File: src/rtl/ws2812_decoder.sv
`timescale 1ns/1ps
// ws2812_decoder: measures WS2812 high pulses on a synchronised data line,
// classifies them as 0/1 bits, assembles 24-bit GRB pixels MSB-first and
// hands the line over to the downstream reshaper once NUM_PIXELS pixels of
// the current frame have been consumed.
//
// Ports:
//   i_clk            clock
//   i_reset          synchronous, active-high reset
//   i_signal_synced  data line, already synchronised to i_clk
//   o_pixel_data     last assembled pixel, held until the next one
//   o_pixel_valid    one-cycle strobe, o_pixel_data is new
//   o_pixel_index    0-based index of the pixel on o_pixel_data (saturates)
//   o_passthru_en    level, high while downstream should forward the line
//   o_frame_done     one-cycle strobe on latch (reset low period) detection
//   o_bit_error      one-cycle strobe on a malformed pulse or truncated pixel
module ws2812_decoder #(
    parameter int unsigned CNT_WIDTH    = 12,
    parameter int unsigned T_HIGH_MIN   = 8,
    parameter int unsigned T_BIT_THRESH = 30,
    parameter int unsigned T_HIGH_MAX   = 60,
    parameter int unsigned T_LATCH      = 2500,
    parameter int unsigned NUM_PIXELS   = 1
) (
    input  logic        i_clk,
    input  logic        i_reset,
    input  logic        i_signal_synced,
    output logic [23:0] o_pixel_data,
    output logic        o_pixel_valid,
    output logic [7:0]  o_pixel_index,
    output logic        o_passthru_en,
    output logic        o_frame_done,
    output logic        o_bit_error
);

    localparam int unsigned PIX_W    = 24;
    localparam int unsigned BITCNT_W = 5;
    localparam int unsigned IDX_W    = 8;
    localparam logic [CNT_WIDTH-1:0] CNT_MAX = '1;
    localparam logic [IDX_W-1:0]     IDX_MAX = '1;

    typedef enum logic [1:0] {
        WAIT_LATCH = 2'd0,
        DECODE     = 2'd1,
        PASSTHRU   = 2'd2
    } state_e;

    state_e                state_q, state_d;
    logic                  prev_q;
    logic [CNT_WIDTH-1:0]  high_cnt_q, high_cnt_d;
    logic [CNT_WIDTH-1:0]  low_cnt_q, low_cnt_d;
    logic [PIX_W-1:0]      shift_q, shift_d;
    logic [BITCNT_W-1:0]   bit_cnt_q, bit_cnt_d;
    logic [IDX_W-1:0]      pix_cnt_q, pix_cnt_d;
    logic [PIX_W-1:0]      pixel_data_q, pixel_data_d;
    logic                  pixel_valid_q, pixel_valid_d;
    logic [IDX_W-1:0]      pixel_index_q, pixel_index_d;
    logic                  passthru_q, passthru_d;
    logic                  frame_done_q, frame_done_d;
    logic                  bit_error_q, bit_error_d;

    logic                  rise_c, fall_c;
    logic                  latch_c, overlong_c, width_bad_c, bit_val_c, last_pix_c;
    logic [PIX_W-1:0]      shift_next_c;

    // Edge detection and run-length counters. Each counter includes the
    // current sample, so on a fall high_cnt_q holds the exact high width.
    always_comb begin
        rise_c = ~prev_q & i_signal_synced;
        fall_c = prev_q & ~i_signal_synced;

        high_cnt_d = high_cnt_q;
        if (rise_c) begin
            high_cnt_d = CNT_WIDTH'(1);
        end else if (i_signal_synced && (high_cnt_q != CNT_MAX)) begin
            high_cnt_d = high_cnt_q + CNT_WIDTH'(1);
        end

        low_cnt_d = low_cnt_q;
        if (fall_c) begin
            low_cnt_d = CNT_WIDTH'(1);
        end else if (!i_signal_synced && (low_cnt_q != CNT_MAX)) begin
            low_cnt_d = low_cnt_q + CNT_WIDTH'(1);
        end
    end

    // Event qualifiers. Equality on the counter makes the latch fire once per low run.
    always_comb begin
        latch_c      = ~i_signal_synced & (low_cnt_d == CNT_WIDTH'(T_LATCH));
        overlong_c   = i_signal_synced & (high_cnt_d > CNT_WIDTH'(T_HIGH_MAX));
        width_bad_c  = (high_cnt_q < CNT_WIDTH'(T_HIGH_MIN)) ||
                       (high_cnt_q > CNT_WIDTH'(T_HIGH_MAX));
        bit_val_c    = (high_cnt_q >= CNT_WIDTH'(T_BIT_THRESH));
        shift_next_c = {shift_q[PIX_W-2:0], bit_val_c};
        last_pix_c   = (32'(pix_cnt_q) == 32'(NUM_PIXELS - 1));
    end

    // Frame FSM and registered output next-state.
    always_comb begin
        state_d       = state_q;
        shift_d       = shift_q;
        bit_cnt_d     = bit_cnt_q;
        pix_cnt_d     = pix_cnt_q;
        pixel_data_d  = pixel_data_q;
        pixel_index_d = pixel_index_q;
        pixel_valid_d = 1'b0;
        frame_done_d  = 1'b0;
        bit_error_d   = 1'b0;

        case (state_q)
            WAIT_LATCH: begin
                if (latch_c) begin
                    state_d      = DECODE;
                    frame_done_d = 1'b1;
                    shift_d      = '0;
                    bit_cnt_d    = '0;
                    pix_cnt_d    = '0;
                end
            end
            DECODE: begin
                if (latch_c) begin
                    // A partially received pixel at latch time is truncated.
                    frame_done_d = 1'b1;
                    bit_error_d  = (bit_cnt_q != '0);
                    shift_d      = '0;
                    bit_cnt_d    = '0;
                    pix_cnt_d    = '0;
                end else if (overlong_c || (fall_c && width_bad_c)) begin
                    bit_error_d = 1'b1;
                    shift_d     = '0;
                    bit_cnt_d   = '0;
                    state_d     = WAIT_LATCH;
                end else if (fall_c) begin
                    shift_d = shift_next_c;
                    if (bit_cnt_q == BITCNT_W'(PIX_W - 1)) begin
                        pixel_valid_d = 1'b1;
                        pixel_data_d  = shift_next_c;
                        pixel_index_d = pix_cnt_q;
                        bit_cnt_d     = '0;
                        pix_cnt_d     = (pix_cnt_q == IDX_MAX) ? pix_cnt_q
                                                               : pix_cnt_q + IDX_W'(1);
                        if (last_pix_c) begin
                            state_d = PASSTHRU;
                        end
                    end else begin
                        bit_cnt_d = bit_cnt_q + BITCNT_W'(1);
                    end
                end
            end
            PASSTHRU: begin
                if (latch_c) begin
                    state_d      = DECODE;
                    frame_done_d = 1'b1;
                    shift_d      = '0;
                    bit_cnt_d    = '0;
                    pix_cnt_d    = '0;
                end
            end
            default: begin
                state_d = WAIT_LATCH;
            end
        endcase

        // Derived from the next state so it moves together with the strobes.
        passthru_d = (state_d == PASSTHRU);
    end

    // State and output registers.
    always_ff @(posedge i_clk) begin
        if (i_reset) begin
            state_q       <= WAIT_LATCH;
            prev_q        <= 1'b0;
            high_cnt_q    <= '0;
            low_cnt_q     <= '0;
            shift_q       <= '0;
            bit_cnt_q     <= '0;
            pix_cnt_q     <= '0;
            pixel_data_q  <= '0;
            pixel_valid_q <= 1'b0;
            pixel_index_q <= '0;
            passthru_q    <= 1'b0;
            frame_done_q  <= 1'b0;
            bit_error_q   <= 1'b0;
        end else begin
            state_q       <= state_d;
            prev_q        <= i_signal_synced;
            high_cnt_q    <= high_cnt_d;
            low_cnt_q     <= low_cnt_d;
            shift_q       <= shift_d;
            bit_cnt_q     <= bit_cnt_d;
            pix_cnt_q     <= pix_cnt_d;
            pixel_data_q  <= pixel_data_d;
            pixel_valid_q <= pixel_valid_d;
            pixel_index_q <= pixel_index_d;
            passthru_q    <= passthru_d;
            frame_done_q  <= frame_done_d;
            bit_error_q   <= bit_error_d;
        end
    end

    assign o_pixel_data  = pixel_data_q;
    assign o_pixel_valid = pixel_valid_q;
    assign o_pixel_index = pixel_index_q;
    assign o_passthru_en = passthru_q;
    assign o_frame_done  = frame_done_q;
    assign o_bit_error   = bit_error_q;

endmodule

File: config.mk
export PLATFORM = sky130hd
export DESIGN_NAME = ws2812_decoder
export DESIGN_NICKNAME = d
export VERILOG_FILES = /design/src/rtl/ws2812_decoder.sv
export SDC_FILE = /design/constraint.sdc
export NUM_CORES = 1
export LEC_CHECK = 0
export CELL_PAD_IN_SITES_DETAIL_PLACEMENT = 0
export CELL_PAD_IN_SITES_GLOBAL_PLACEMENT = 1
export CORE_MARGIN = 4
export CORE_UTILIZATION = 30
export DETAILED_ROUTE_END_ITERATION = 7
export PLACE_DENSITY_LB_ADDON = 0.1
export SLEW_MARGIN = 20
export SYNTH_ARGS = -nofsm -noshare
export SYNTH_HDL_FRONTEND = slang
export SYNTH_SLANG_ARGS = --single-unit
File: constraint.sdc
create_clock -name i_clk -period 4.4 [get_ports i_clk]
set_clock_uncertainty 0.1 [all_clocks]
set_input_delay 0.88 -clock i_clk [delete_from_list [all_inputs] [get_ports i_clk]]
set_output_delay 0.88 -clock i_clk [all_outputs]
set_load 0.005 [all_outputs]
# Word level (Yosys, flattened, before mapping)
# Cells that the tools add are included.
[word_totals]
n_memories = 0
rom_bits = 0
regBits = 99
wordCells = 97
input_bits = 3
ram_bits = 0
output_inout_bits = 36
latchBits = 0
[op_classes]
n_mux = 33
magnitude_cmp = 4
reduce_logical = 18
n_div = 0
bitwise = 11
shift = 0
n_addsub = 4
mul = 0
eq_ne = 14
[ops]
columns = ["cell", "count"]
rows = [
  ["$mux W23", 4],
  ["$mux W12", 4],
  ["$mux W8", 6],
  ["$pmux W23 S2", 1],
  ["$mux W5", 5],
  ["$add A12 B1 Y12 const B", 2],
  ["$gt A12 B6 Y1 const B", 2],
  ["$ne A12 B12 Y1 const B", 2],
  ["$pmux W8 S2", 1],
  ["$eq A12 B12 Y1 const B", 1],
  ["$ge A12 B5 Y1 const B", 1],
  ["$lt A12 B4 Y1 const B", 1],
  ["$mux W2", 6],
  ["$ne A3 B3 Y1 const B", 4],
  ["$pmux W5 S2", 1],
  ["$add A8 B1 Y8 const B", 1],
  ["$eq A8 B8 Y1 const B", 1],
  ["$logic_not A8 Y1", 1],
  ["$not A1 Y1", 7],
  ["$reduce_and A6 Y1", 1],
  ["$reduce_or A2 Y1", 3],
  ["$add A5 B1 Y5 const B", 1],
  ["$eq A5 B5 Y1 const B", 1],
  ["$reduce_and A5 Y1", 1],
  ["16 further kinds", 26],
]

# Depth between registers and ports, before layout
[logic_depth]
depth_word = 11
ltp_mapped = 11
ltp_nobuf = 8

# Worst setup path after synthesis
# Ideal clock, no wire load.
[synth_path]
path_type = "input-to-reg"
from = "input i_signal_synced"
to = "register pix_cnt_q[4]"
path_buffers = 4
setup_slack_ns = 1.168
path_stages = 11
setup_ns = 0.130
t_arrival_ns = 3.002
required_ns = 4.170
cell_sequence = "buf_2 clkbuf_1 and3b_1 nand4_1 a21oi_1 nor4b_1 buf_2 a21oi_1 clkbuf_1 a221oi_1 o31ai_1"
[synth_between]
elab_chain_cells = 8
elab_cells_between_ends = 24
cone_classes = "1 x order compare; 6 x eq/ne; 6 x mux; 5 x bitwise; 6 x reduce/logical"
[synth_rtl]
columns = ["item", "line", "source"]
rows = [
  ["from (decl)", "27", "input logic i_signal_synced,"],
  ["$logic_and A1 B1 Y1 or $logic_not A1 Y1 (tied branches)", "75, 82", ""],
  ["$mux W12 or $logic_and A1 B1 Y1 (tied branches)", "75, 82", ""],
  ["$mux W12, on equally long branches", "73, 82", ""],
  ["$gt A12 B6 Y1 or $mux W12 (tied branches)", "90, 80", ""],
  ["$and A1 B1 Y1 or $eq A12 B12 Y1 (tied branches)", "90, 89", ""],
  ["$logic_or A1 B1 Y1 or $and A1 B1 Y1 (tied branches)", "128, 89", ""],
  ["$ne A3 B3 Y1 (no line), or another cell as far along", "-", ""],
  ["$reduce_and A6 Y1 (no line) or $pmux W8 S2 (tied branches)", "-", ""],
  ["to (signal assigned)", "191", "pix_cnt_q <= pix_cnt_d;"],
  ["to (decl)", "54", "logic [IDX_W-1:0] pix_cnt_q, pix_cnt_d;"],
]
# Parallel ways exist; a longest one is shown, timed or not.
# A chain may end at the register's enable or synchronous reset.

# Final worst setup path
[layout_path]
from = "register high_cnt_q[1]"
to = "register shift_q[16]"
[layout_between]
elab_chain_cells = 10
elab_cells_between_ends = 17
cone_classes = "1 x add/sub; 3 x order compare; 2 x eq/ne; 5 x mux; 1 x bitwise; 5 x reduce/logical"
[layout_rtl]
columns = ["item", "line", "source"]
rows = [
  ["from (decl)", "50", "logic [CNT_WIDTH-1:0] high_cnt_q, high_cnt_d;"],
  ["from (signal assigned)", "187", "high_cnt_q <= high_cnt_d;"],
  ["branches (longest 6 deep; another with $add A12 B1 Y12)", "-", ""],
  ["$logic_or A1 B1 Y1 (*)", "128", "end else if (overlong_c || (fall_c && width_bad_c)) begin"],
  ["$mux W23", "128", ""],
  ["$mux W23", "121", "if (latch_c) begin"],
  ["$pmux W23 S2", "110", "case (state_q)"],
  ["to (signal assigned)", "189", "shift_q <= shift_d;"],
  ["to (decl)", "52", "logic [PIX_W-1:0] shift_q, shift_d;"],
]
# Every way passes the cells marked *.

==> Flow_metrics.wiki <==
{| class="wikitable"
! Metric !! Value
|-
| Final Setup Violations || 0
|-
| Type of element launching the critical path || flop
|-
| Setup total negative slack || 0 ns
|-
| Psw || roughly 440 uW
|-
| Slowest cell delay on critical path || roughly 0.60 ns
|-
| Number of sinks handled by clock tree synthesis || 99
|-
| Number of nets produced by synthesis || ~610
|-
| Number of antenna violations at the first check in global routing || 0
|-
| Die Span Y || between 100 and 150 um
|-
| Number of distinct library cell variants in the gate-level netlist after synthesis || 64
|-
| First-pass GRT wire length || 21,500 um
|-
| Reported max-cap violation count || 0
|-
| DRC viols || 0
|-
| Part of the power in combinational logic || 0.041
|-
| Placement Cell Area || 5540 um2
|-
| Clk slew on worst S/H paths || approximately 0.07 ns
|-
| Placement Rows || 46
|-
| Worst Path Class, Setup || flop to flop
|-
| Number of cells upsized or downsized after cts || 0
|-
| Die Outline Area || ~19,000 um2
|-
| Average size of a mapped cell || around 8.3 um2
|-
| DIE WIDTH || around 140 um
|-
| Biggest area consumer among synthesized cells || sky130_fd_sc_hd__dfxtp_1
|-
| List of most frequent post-synthesis cells || 99 x sky130_fd_sc_hd__dfxtp_1, 71 x sky130_fd_sc_hd__nand3_1, 56 x sky130_fd_sc_hd__nand2_1, 47 x sky130_fd_sc_hd__a21oi_1, 33 x sky130_fd_sc_hd__clkbuf_1
|-
| Min Clock Period, post-route || 3.78 ns
|-
| Number of global-route vias before repair || just over 4,000
|-
| Part of the power in registers || 0.513
|-
| Quantity of I/O buffers inserted on ports || 38
|-
| Final count of hold timing violations || 0
|-
| Share of layout cells above drive strength 1 || 0.0662
|-
| Leakage component of the power || about 1.8 nW
|-
| Maximum number of pins on one net before global-route repair || 43
|-
| Post-route cell area || slightly below 6000 um2
|-
| Max-slew violation total from the final report || 0
|-
| Area growth, synth to finish || 17.5%
|-
| Dominant synthesized flop cell || sky130_fd_sc_hd__dfxtp_1
|-
| CP endpoint kind || flop
|-
| Global placer's final weighted congestion || roughly 0.84
|-
| Warning count from the yosys run || 0
|-
| Number of nets in the layout || between 600 and 700
|-
| Rel. slew slack || 0.407
|-
| Arrival time of data at the critical path endpoint || 3.97 ns
|-
| RSZ-0062 raised after global routing || no
|-
| Period utilization || 0.860
|-
| Class of the most critical hold timing path || flop to flop
|-
| Post-layout instance count excluding filler cells || 835
|-
| Wire length per cell || ~16 um
|-
| Top-Level Pins || 39
|-
| Synthesized instance count || roughly 600
|-
| Number of search-and-repair iterations in the first detailed-routing pass || 5
|-
| TritonCTS clock tree || done
|-
| Share of async-settable or async-resettable flops after synthesis || 0
|-
| Number of buffers and inverters on the critical path || 1
|-
| Required time of the critical path || ~4.6 ns
|-
| Number of enable-type register cells in the synthesized netlist || 0
|-
| Largest cells by area after synthesis || sky130_fd_sc_hd__dfxtp_1 40%, sky130_fd_sc_hd__nand3_1 7.2%, sky130_fd_sc_hd__mux2i_1 5.8%
|-
| Area of the core || about 16,000 um2
|-
| Library cell used as clock root buffer || sky130_fd_sc_hd__clkbuf_16
|-
| Sum of net half-perimeters after detailed placement || 8700 um
|-
| Worst vdd rail ir drop || about 0.19 mV
|-
| Peak fanout along the critical path || 24
|-
| Average vias per placed instance || roughly 5.2
|-
| Routed via count || 4,381
|-
| DRT Wirelength || between 10,000 and 15,000 um
|-
| Pwr Total || ~1.8 mW
|-
| Post-Syn Area || 4960 um2
|-
| Number of setup buffers added after CTS || 0
|-
| Hold-fix buffers, CTS || 0
|-
| Slowest cell on the critical path || sky130_fd_sc_hd__or4_1
|-
| Switching part of the total || 0.247
|-
| Slew of the pin with the lowest slew margin || around 0.88 ns
|-
| FF+latch count, synth || 99
|-
| GR Util All Layers || 0.144
|-
| Effective utilization at floorplan || 0.309
|-
| Most frequent CP cell || sky130_fd_sc_hd__a211oi_4
|-
| Total clock buffers created by CTS || 9
|-
| Fmax || 264 MHz
|-
| Utilization after layout || 0.363
|-
| CP Cell Sequence || ha_1, nand2_1, or4_1, a211o_1, a211oi_4, a211oi_1, a211oi_4, buf_4, mux2i_1
|-
| Source-to-sink clock delay at the later pin of the worst-skew pair || 0.35 ns
|-
| Max H-tree Level || 3
|-
| Antenna diode count || 0
|-
| Status || completed
|-
| Overflow left after global routing || 0
|-
| Bufs on Longest Clock Path || 2
|-
| Area share of the largest cell type after synthesis || 0.399
|-
| Crit path max-delay family || compound AO/OA/AOI/OAI gates
|-
| Clock network fraction of total power || 0.446
|-
| Internal portion of total power || around 1.3 mW
|-
| DP Cell Count || slightly above 800
|-
| Power density over the cells || slightly above 300 nW/um2
|-
| Most repeated cell in the gate-level netlist after synthesis || sky130_fd_sc_hd__dfxtp_1
|-
| Part of the Yosys area used for sequential elements || 0.399
|-
| Final antenna-violating net count || 0
|-
| Iteration-0 DRC count of the detailed router || around 290
|}
[per-layer routing]
metal  GRT usage  wire length, um  vias up  part of all wire
met5           0                0        -                 0
met1       0.208             6760     2052              0.52
met3      0.0276              423       19             0.032
met2       0.210             5710       78              0.44
li1            -                -     2232                 -
met4      0.0577              212        0             0.016
[cell usage in the layout (no fill, tap or decap), drive strengths merged, types with 5 or more instances in the layout]
cell and n:
dfxtp 99, nand3 71, nand2 56, a21oi 47
clkdlybuf4s50 38, nor2 32, o21ai 31, mux2i 29
inv 20, nor3 17, a211oi 14, buf 13
nand4 12, clkbuf 11, xor2 8, and2 8
a31oi 7, and3 7, ha 7, a31o 7
nor4 5, nor2b 5, o31ai 5, xnor2 5
[area by class of cell]
type,instances,area [um2]
sequential,99,1980
fill,1602,10200
tap,216,270
multi-input combinational,434,2730
clock inverter,5,46.3
inverter,19,71.3
clock buffer,11,243
timing repair buffer,51,490
[power by group through the flow]
stage,Combinational (mW),Clock [mW],Sequential [mW]
finish,0.0723,0.785,0.905
global route,0.0808,0.849,0.906
CTS,0.0735,0.816,0.905
detailed placement,0.0732,0,0.926
global placement,0.0730,0,0.926
floorplan,0.0513,0,0.922
[flip-flops by register name, summed over array words and instances, names as in the netlist]
name	flops
o_pixel_data	24
shift_q	23
high_cnt_q	12
low_cnt_q	12
o_pixel_index	8
pix_cnt_q	8
bit_cnt_q	5
state_q	2
o_bit_error	1
o_frame_done	1
o_passthru_en	1
o_pixel_valid	1
prev_q	1
[stage by stage]
step | worst slack [ns] | hold slack [ns]
4_1_cts | 0.636 | 0.378
5_1_grt | 0.403 | 0.388
3_5_place_dp | 0.404 | 0.361
3_3_place_gp | 0.530 | 0.361
2_1_floorplan | 1.17 | 0.344
6_report | 0.618 | 0.376
[logic make-up (layout without fill, tap and decap cells)]
family                     count (synthesis)  count (layout)  share of synthesized area
muxes                                     29              29                     0.0585
DFF                                       99              99                      0.399
xor gates and xnor gates                  13              13                     0.0229
buffers and inverters                     65              86                     0.0555
AOI/OAI and AO/OA                        145             145                      0.196
adders and majority gates                  7               7                     0.0176
and+or+nand+nor                          240             240                      0.250
[path summary, 6_finish.rpt]
check	depth (start not counted)	slack [ns]	endpoint	start
max	9	0.62	shift_q[16]$_SDFFE_PP0P_	high_cnt_q[1]$_SDFF_PP0_
max reg2reg	9	0.62	shift_q[16]$_SDFFE_PP0P_	high_cnt_q[1]$_SDFF_PP0_
min	2	0.38	shift_q[5]$_SDFFE_PP0P_	shift_q[5]$_SDFFE_PP0P_
min reg2reg	2	0.38	shift_q[5]$_SDFFE_PP0P_	shift_q[5]$_SDFFE_PP0P_
[worst reg2reg max path: cells and delay by family (launching register included)]
kind,cells,cell delay (ns)
compound gates,4,1.13
simple gates,2,0.86
flops,1,0.50
fa+ha+maj,1,0.45
buf+inv,1,0.41
mux,1,0.27
Note: power is estimated with default switching activity, not from simulation.
